File: config.mk
export PLATFORM = sky130hd
export DESIGN_NAME = if_id_queue
export DESIGN_NICKNAME = d
export VERILOG_FILES = /design/src/rtl/if_id_queue.sv
export SDC_FILE = /design/constraint.sdc
export NUM_CORES = 1
export LEC_CHECK = 0
export CORE_UTILIZATION = 61
export CTS_BUF_LIST = sky130_fd_sc_hd__clkbuf_8
export DETAILED_ROUTE_END_ITERATION = 8
export GPL_ROUTABILITY_DRIVEN = 0
export PLACE_DENSITY_LB_ADDON = 0.25
export SYNTH_ARGS = -nofsm -noshare
export SYNTH_HDL_FRONTEND = slang
export SYNTH_SLANG_ARGS = --single-unit
File: constraint.sdc
create_clock -name clk -period 4.2 [get_ports clk]
set_input_delay 0.63 -clock clk [delete_from_list [all_inputs] [get_ports clk]]
set_output_delay 0.63 -clock clk [all_outputs]
set_load 0.01 [all_outputs]
File: src/rtl/if_id_queue.sv
// -----------------------------------------------------------------------------
// if_id_queue
//   DEPTH-entry instruction queue sitting on the IF/ID pipeline boundary.
//   Fetch pushes {pc_plus_4, instruction} with a valid/ready handshake. Decode
//   sees the head entry, split into fixed MIPS fields. While the queue is empty
//   every decode field reads as zero, which forms a NOP bubble. A taken
//   branch or jump raises flush, and flush discards every held entry.
//
// Ports
//   clk               rising-edge clock
//   reset             asynchronous, active-high reset
//   if_valid          fetch presents an entry
//   if_ready          queue can accept (not full; depends on state only)
//   if_pc_plus_4      fetched PC+4
//   if_instruction    fetched instruction
//   flush             synchronous discard of all entries
//   id_stall          decode holds the head entry
//   id_valid          head entry valid
//   id_pc_plus_4      head PC+4
//   id_rs/rt/rd       instr[25:21] / [20:16] / [15:11]
//   id_beq_offset     instr[15:0]
//   id_opcode         instr[31:26]
//   id_function_code  instr[5:0]
//   occupancy         number of entries held (0..DEPTH)
// -----------------------------------------------------------------------------
module if_id_queue #(
  parameter  int unsigned PC_W    = 32,
  parameter  int unsigned INSTR_W = 32,
  parameter  int unsigned DEPTH   = 4,
  localparam int unsigned CNT_W   = $clog2(DEPTH + 1)
) (
  input  logic               clk,
  input  logic               reset,
  input  logic               if_valid,
  output logic               if_ready,
  input  logic [PC_W-1:0]    if_pc_plus_4,
  input  logic [INSTR_W-1:0] if_instruction,
  input  logic               flush,
  input  logic               id_stall,
  output logic               id_valid,
  output logic [PC_W-1:0]    id_pc_plus_4,
  output logic [4:0]         id_rs,
  output logic [4:0]         id_rt,
  output logic [4:0]         id_rd,
  output logic [15:0]        id_beq_offset,
  output logic [5:0]         id_opcode,
  output logic [5:0]         id_function_code,
  output logic [CNT_W-1:0]   occupancy
);

  localparam int unsigned PTR_W = $clog2(DEPTH);
  localparam int unsigned ENT_W = PC_W + INSTR_W;

  logic [ENT_W-1:0]   mem_q [DEPTH];
  logic [PTR_W-1:0]   rptr_q, rptr_d;
  logic [PTR_W-1:0]   wptr_q, wptr_d;
  logic [CNT_W-1:0]   cnt_q, cnt_d;
  logic               full;
  logic               push;
  logic               pop;
  logic [ENT_W-1:0]   head;
  logic [INSTR_W-1:0] head_instr;
  logic [PC_W-1:0]    head_pc;

  // if_ready comes from the counter alone. This keeps id_stall and flush off the
  // fetch handshake path. A pop into a full queue therefore frees the slot
  // one cycle later.
  always_comb begin
    full     = (cnt_q == CNT_W'(DEPTH));
    if_ready = !full;
    id_valid = (cnt_q != '0);
    push     = if_valid && !full && !flush;
    pop      = id_valid && !id_stall && !flush;

    rptr_d = rptr_q;
    wptr_d = wptr_q;
    cnt_d  = cnt_q;
    if (flush) begin
      rptr_d = '0;
      wptr_d = '0;
      cnt_d  = '0;
    end else begin
      if (push) wptr_d = wptr_q + PTR_W'(1);
      if (pop)  rptr_d = rptr_q + PTR_W'(1);
      case ({push, pop})
        2'b10:   cnt_d = cnt_q + CNT_W'(1);
        2'b01:   cnt_d = cnt_q - CNT_W'(1);
        default: cnt_d = cnt_q;
      endcase
    end
  end

  always_ff @(posedge clk or posedge reset) begin
    if (reset) begin
      rptr_q <= '0;
      wptr_q <= '0;
      cnt_q  <= '0;
    end else begin
      rptr_q <= rptr_d;
      wptr_q <= wptr_d;
      cnt_q  <= cnt_d;
    end
  end

  // Storage has no reset. Stale contents never reach decode because the
  // outputs are masked with id_valid.
  always_ff @(posedge clk) begin
    if (push) mem_q[wptr_q] <= {if_pc_plus_4, if_instruction};
  end

  always_comb begin
    head       = mem_q[rptr_q];
    head_instr = head[INSTR_W-1:0];
    head_pc    = head[ENT_W-1:INSTR_W];

    id_pc_plus_4     = id_valid ? head_pc           : '0;
    id_opcode        = id_valid ? head_instr[31:26] : '0;
    id_rs            = id_valid ? head_instr[25:21] : '0;
    id_rt            = id_valid ? head_instr[20:16] : '0;
    id_rd            = id_valid ? head_instr[15:11] : '0;
    id_beq_offset    = id_valid ? head_instr[15:0]  : '0;
    id_function_code = id_valid ? head_instr[5:0]   : '0;
    occupancy        = cnt_q;
  end

endmodule

==> summary by stage <==
Run status
The flow ran to the end, and the final reports show no timing, DRC or antenna violations.

STA
The total count of hold-check failures in the final report is 0. For the pin with the worst max-slew slack, the measured transition is 1.02 ns. After layout, the minimum clock period comes to 3.74 ns. The sum of negative setup slack is 0 ns. In the post-route analysis, the smallest setup slack over all paths is 0.465 ns. After layout, the worst path uses 88.9% of the clock period.

Headroom to the max-slew limit came out at 32.0%. Setup violations remaining at the end of the flow were counted as 0. The final count of pins violating max slew is 0. Setup repair after global routing left no endpoint under its margin. Clock skew on the completed layout was measured at 0.0106 ns. The highest attainable clock frequency is 268 MHz.

Critical path
The worst setup path is captured at an output port. The critical path arrival is 3.11 ns. The critical path in this run is classified as register to output port. In this run the worst path has a maximum fanout of 46. For the worst setup path, the data required time is 3.57 ns. STA classifies the critical path startpoint as a register.

Final layout
The flip-flop and latch area is 7870 um2. The repair_antennas step left the layout with diodes totalling 0. The layout has 919 filler cells. The ratio of cells with drive above 1 in the final layout is 19.1%.

The layout net count is 710. In the final layout, the multi-input gates occupy 2160 um2. The area growth from synthesis to final layout is 22.9%. The final design area excluding fillers is 12700 um2.

Route
The number of DRC violations after detailed-routing iteration 0 is 296. The average wire length per cell after detail routing is 20.5 um. The first TritonRoute pass finished after 5 iterations.

The number of vias per cell after detailed routing is 5.58. Across all layers, the routed design uses 4965 vias. The detailed-route DRC error count is 0. The post-detailed-route count of antenna-violating nets is 0. The final wirelength is 18200 um.

Clocking
The number of setup buffers added after CTS is 0. The maximum buffer depth of the clock tree is 3. Counting the buffers created by CTS gives 42. CTS saw 263 sinks.

The H-tree was split into 2 levels. The CTS tree is done. The number of gates resized after cts is 0. The clock latency of the later-clocked register in the worst-skew pair is 0.52 ns. In this run, post-CTS hold repair placed 0 buffers. The root buffer cell chosen for the clock tree is sky130_fd_sc_hd__clkbuf_8. Clock-pin slew was measured on the worst setup and hold paths at 0.06 ns.

GRT
The number of antenna violations at the first check in global routing is 0. Global routing finished with a remaining overflow of 0. Entering global routing, the biggest net connects 66 pins.

The first global-routing pass estimated 29000 um of wire. The aggregate global-route resource usage is 22.2%. The number of global-route vias before repair came to 5545.

Power and ir drop
IR analysis of the VDD net gives a maximum drop of 275 uV. Summed over all cells, the static leakage comes to 4.10 nW. Power comes to 5.79 mW. Power spread over the standard cell area amounts to 457 nW/um2.

Yosys
For this run, the number of Yosys warnings is 0. The flip-flop and latch count after synthesis is 263. The count of flip-flops with a built-in enable after synthesis is 256. Averaged over all synthesized cells, the footprint is 21.5 um2.

In this run the biggest area consumer among cell types represents 74.7% of the synthesized area. Yosys attributes the largest share of cell area to sky130_fd_sc_hd__edfxtp_1 75%, sky130_fd_sc_hd__mux4_2 14%, sky130_fd_sc_hd__and2_1 4.1%. After synthesis the cells add up to 10300 um2. When the netlist entered floorplanning its net count stood at 553. The number of unique standard cell types used by synthesis is 30. The sequential cell area fraction in the yosys report is 76.4%. The async set or reset register ratio after synthesis is 2.66%. The number of cells produced by synthesis is 479. Summed over all instances, the cell type with the most area after synthesis is sky130_fd_sc_hd__edfxtp_1.

For this run, the leading register cell type out of synthesis is sky130_fd_sc_hd__edfxtp_1.

Job
The count of max-cap constraint violations is 0.

Die
The core region area is 16500 um2. The floorplan step defined a die boundary enclosing 17400 um2. From left edge to right edge, the die measures 132 um. For this design the top-level I/O count stands at 149.

In this run the vertical extent of the chip is 132 um. The starting density of the core is 62.3%. The floorplan has 47 rows.

Min path
The path class of the lowest-slack min-delay path is primary input to asynchronous set/reset pin.

Placed design
Prior to clock tree synthesis, the placed netlist has a worst setup slack of 0.948 ns. Once detailed placement completed, the half-perimeter wirelength came to 10000 um. The area after detailed placement is 11800 um2. During placement, the flow inserted port buffers numbering 148.
synthesized netlist by cell type (all sizes together) (2+ instances only):
cell	number
nor2b	2
buf	23
mux4	64
clkbuf	13
edfxtp	256
xnor2	2
and2	68
nand2	5
dfrtp	7
nand3	2
inv	7
a21oi	5
ha	4
nand2b	2
o2111ai	2
nor2	6
through the flow:
step	instances	util, %	hold slack (ns)
after floorplan	479	-	0.433
after global placement	812	71.6	0.554
after detailed placement	812	71.6	0.574
after CTS	889	76.6	0.347
after global routing	889	76.6	0.366
final	889	76.6	0.371
worst max-delay path, cell delays in order (launching register included):
cell and delay (ns):
sky130_fd_sc_hd__dfrtp_4 1.03, sky130_fd_sc_hd__buf_12 0.30, sky130_fd_sc_hd__mux4_2 0.52, sky130_fd_sc_hd__and2_1 0.19, sky130_fd_sc_hd__clkdlybuf4s50_1 0.50
per-layer routing:
metal | track usage (%) | wire [um]
met2 | 37.6 | 9430
met1 | 28.5 | 7340
met4 | 8.07 | 274
met5 | 0 | 0
met3 | 5.11 | 1140
power by group:
part	internal (mW)	switching, mW	leakage, nW	total [mW]
Sequential	2.97	0.0590	2.42	3.03
Combinational	0.396	0.293	1.20	0.689
Clock	1.15	0.919	0.489	2.07
cell type report:
cell class / instances / area share (%)
Clock buffer: 47 / 5.11
Clock inverter: 30 / 1.35
Inverter: 7 / 0.208
Multi-Input combinational cell: 173 / 17.1
Sequential cell: 263 / 62.2
Tap cell: 220 / 2.18
Timing Repair Buffer: 149 / 11.9
worst paths after layout:
| check | endpoint | startpoint | slack, ns | cells past startpoint |
|---|---|---|---|---|
| worst max-delay path | id_pc_plus_4[21] | rptr_q[0]$_DFFE_PP0P_ | 0.46 | 4 |
| worst min register to register | wptr_q[1]$_DFFE_PP0P_ | wptr_q[1]$_DFFE_PP0P_ | 0.58 | 2 |
| max in group asynchronous | rptr_q[1]$_DFFE_PP0P_ | reset | 3.56 | 2 |
| worst max register to register | mem_q[0][27]$_DFFE_PP_ | occupancy[0]$_DFFE_PP0P_ | 1.75 | 4 |
| min in group clk | wptr_q[1]$_DFFE_PP0P_ | wptr_q[1]$_DFFE_PP0P_ | 0.58 | 2 |
| worst min-delay path | occupancy[2]$_DFFE_PP0P_ | reset | 0.37 | 2 |
kinds of logic after synthesis:
logic type | count (synthesis) | share of synthesized area [%]
fa+ha+maj | 5 | 0.680
flops | 263 | 76.4
buf+inv | 43 | 2.76
mux | 64 | 14.0
compound gates | 12 | 0.790
xor+xnor | 2 | 0.170
simple gates | 90 | 5.25
cell usage in the layout, fill, tap and decap left out, types with 5 or more instances in the layout:
cell	netlist	final
sky130_fd_sc_hd__edfxtp_1	256	256
sky130_fd_sc_hd__clkbuf_8	0	47
sky130_fd_sc_hd__clkinv_1	0	5
sky130_fd_sc_hd__clkinv_2	0	5
sky130_fd_sc_hd__inv_1	7	24
sky130_fd_sc_hd__dfrtp_1	7	5
sky130_fd_sc_hd__and2_1	68	64
sky130_fd_sc_hd__nor2_1	6	6
sky130_fd_sc_hd__a21oi_1	5	5
sky130_fd_sc_hd__mux4_2	64	64
sky130_fd_sc_hd__nand2_1	5	5
sky130_fd_sc_hd__clkdlybuf4s50_1	0	148
sequential cells by signal (all words and copies together), names as in the netlist:
register   flops
mem_q        256
occupancy      3
rptr_q         2
wptr_q         2
(Power assumes the default switching activity.)
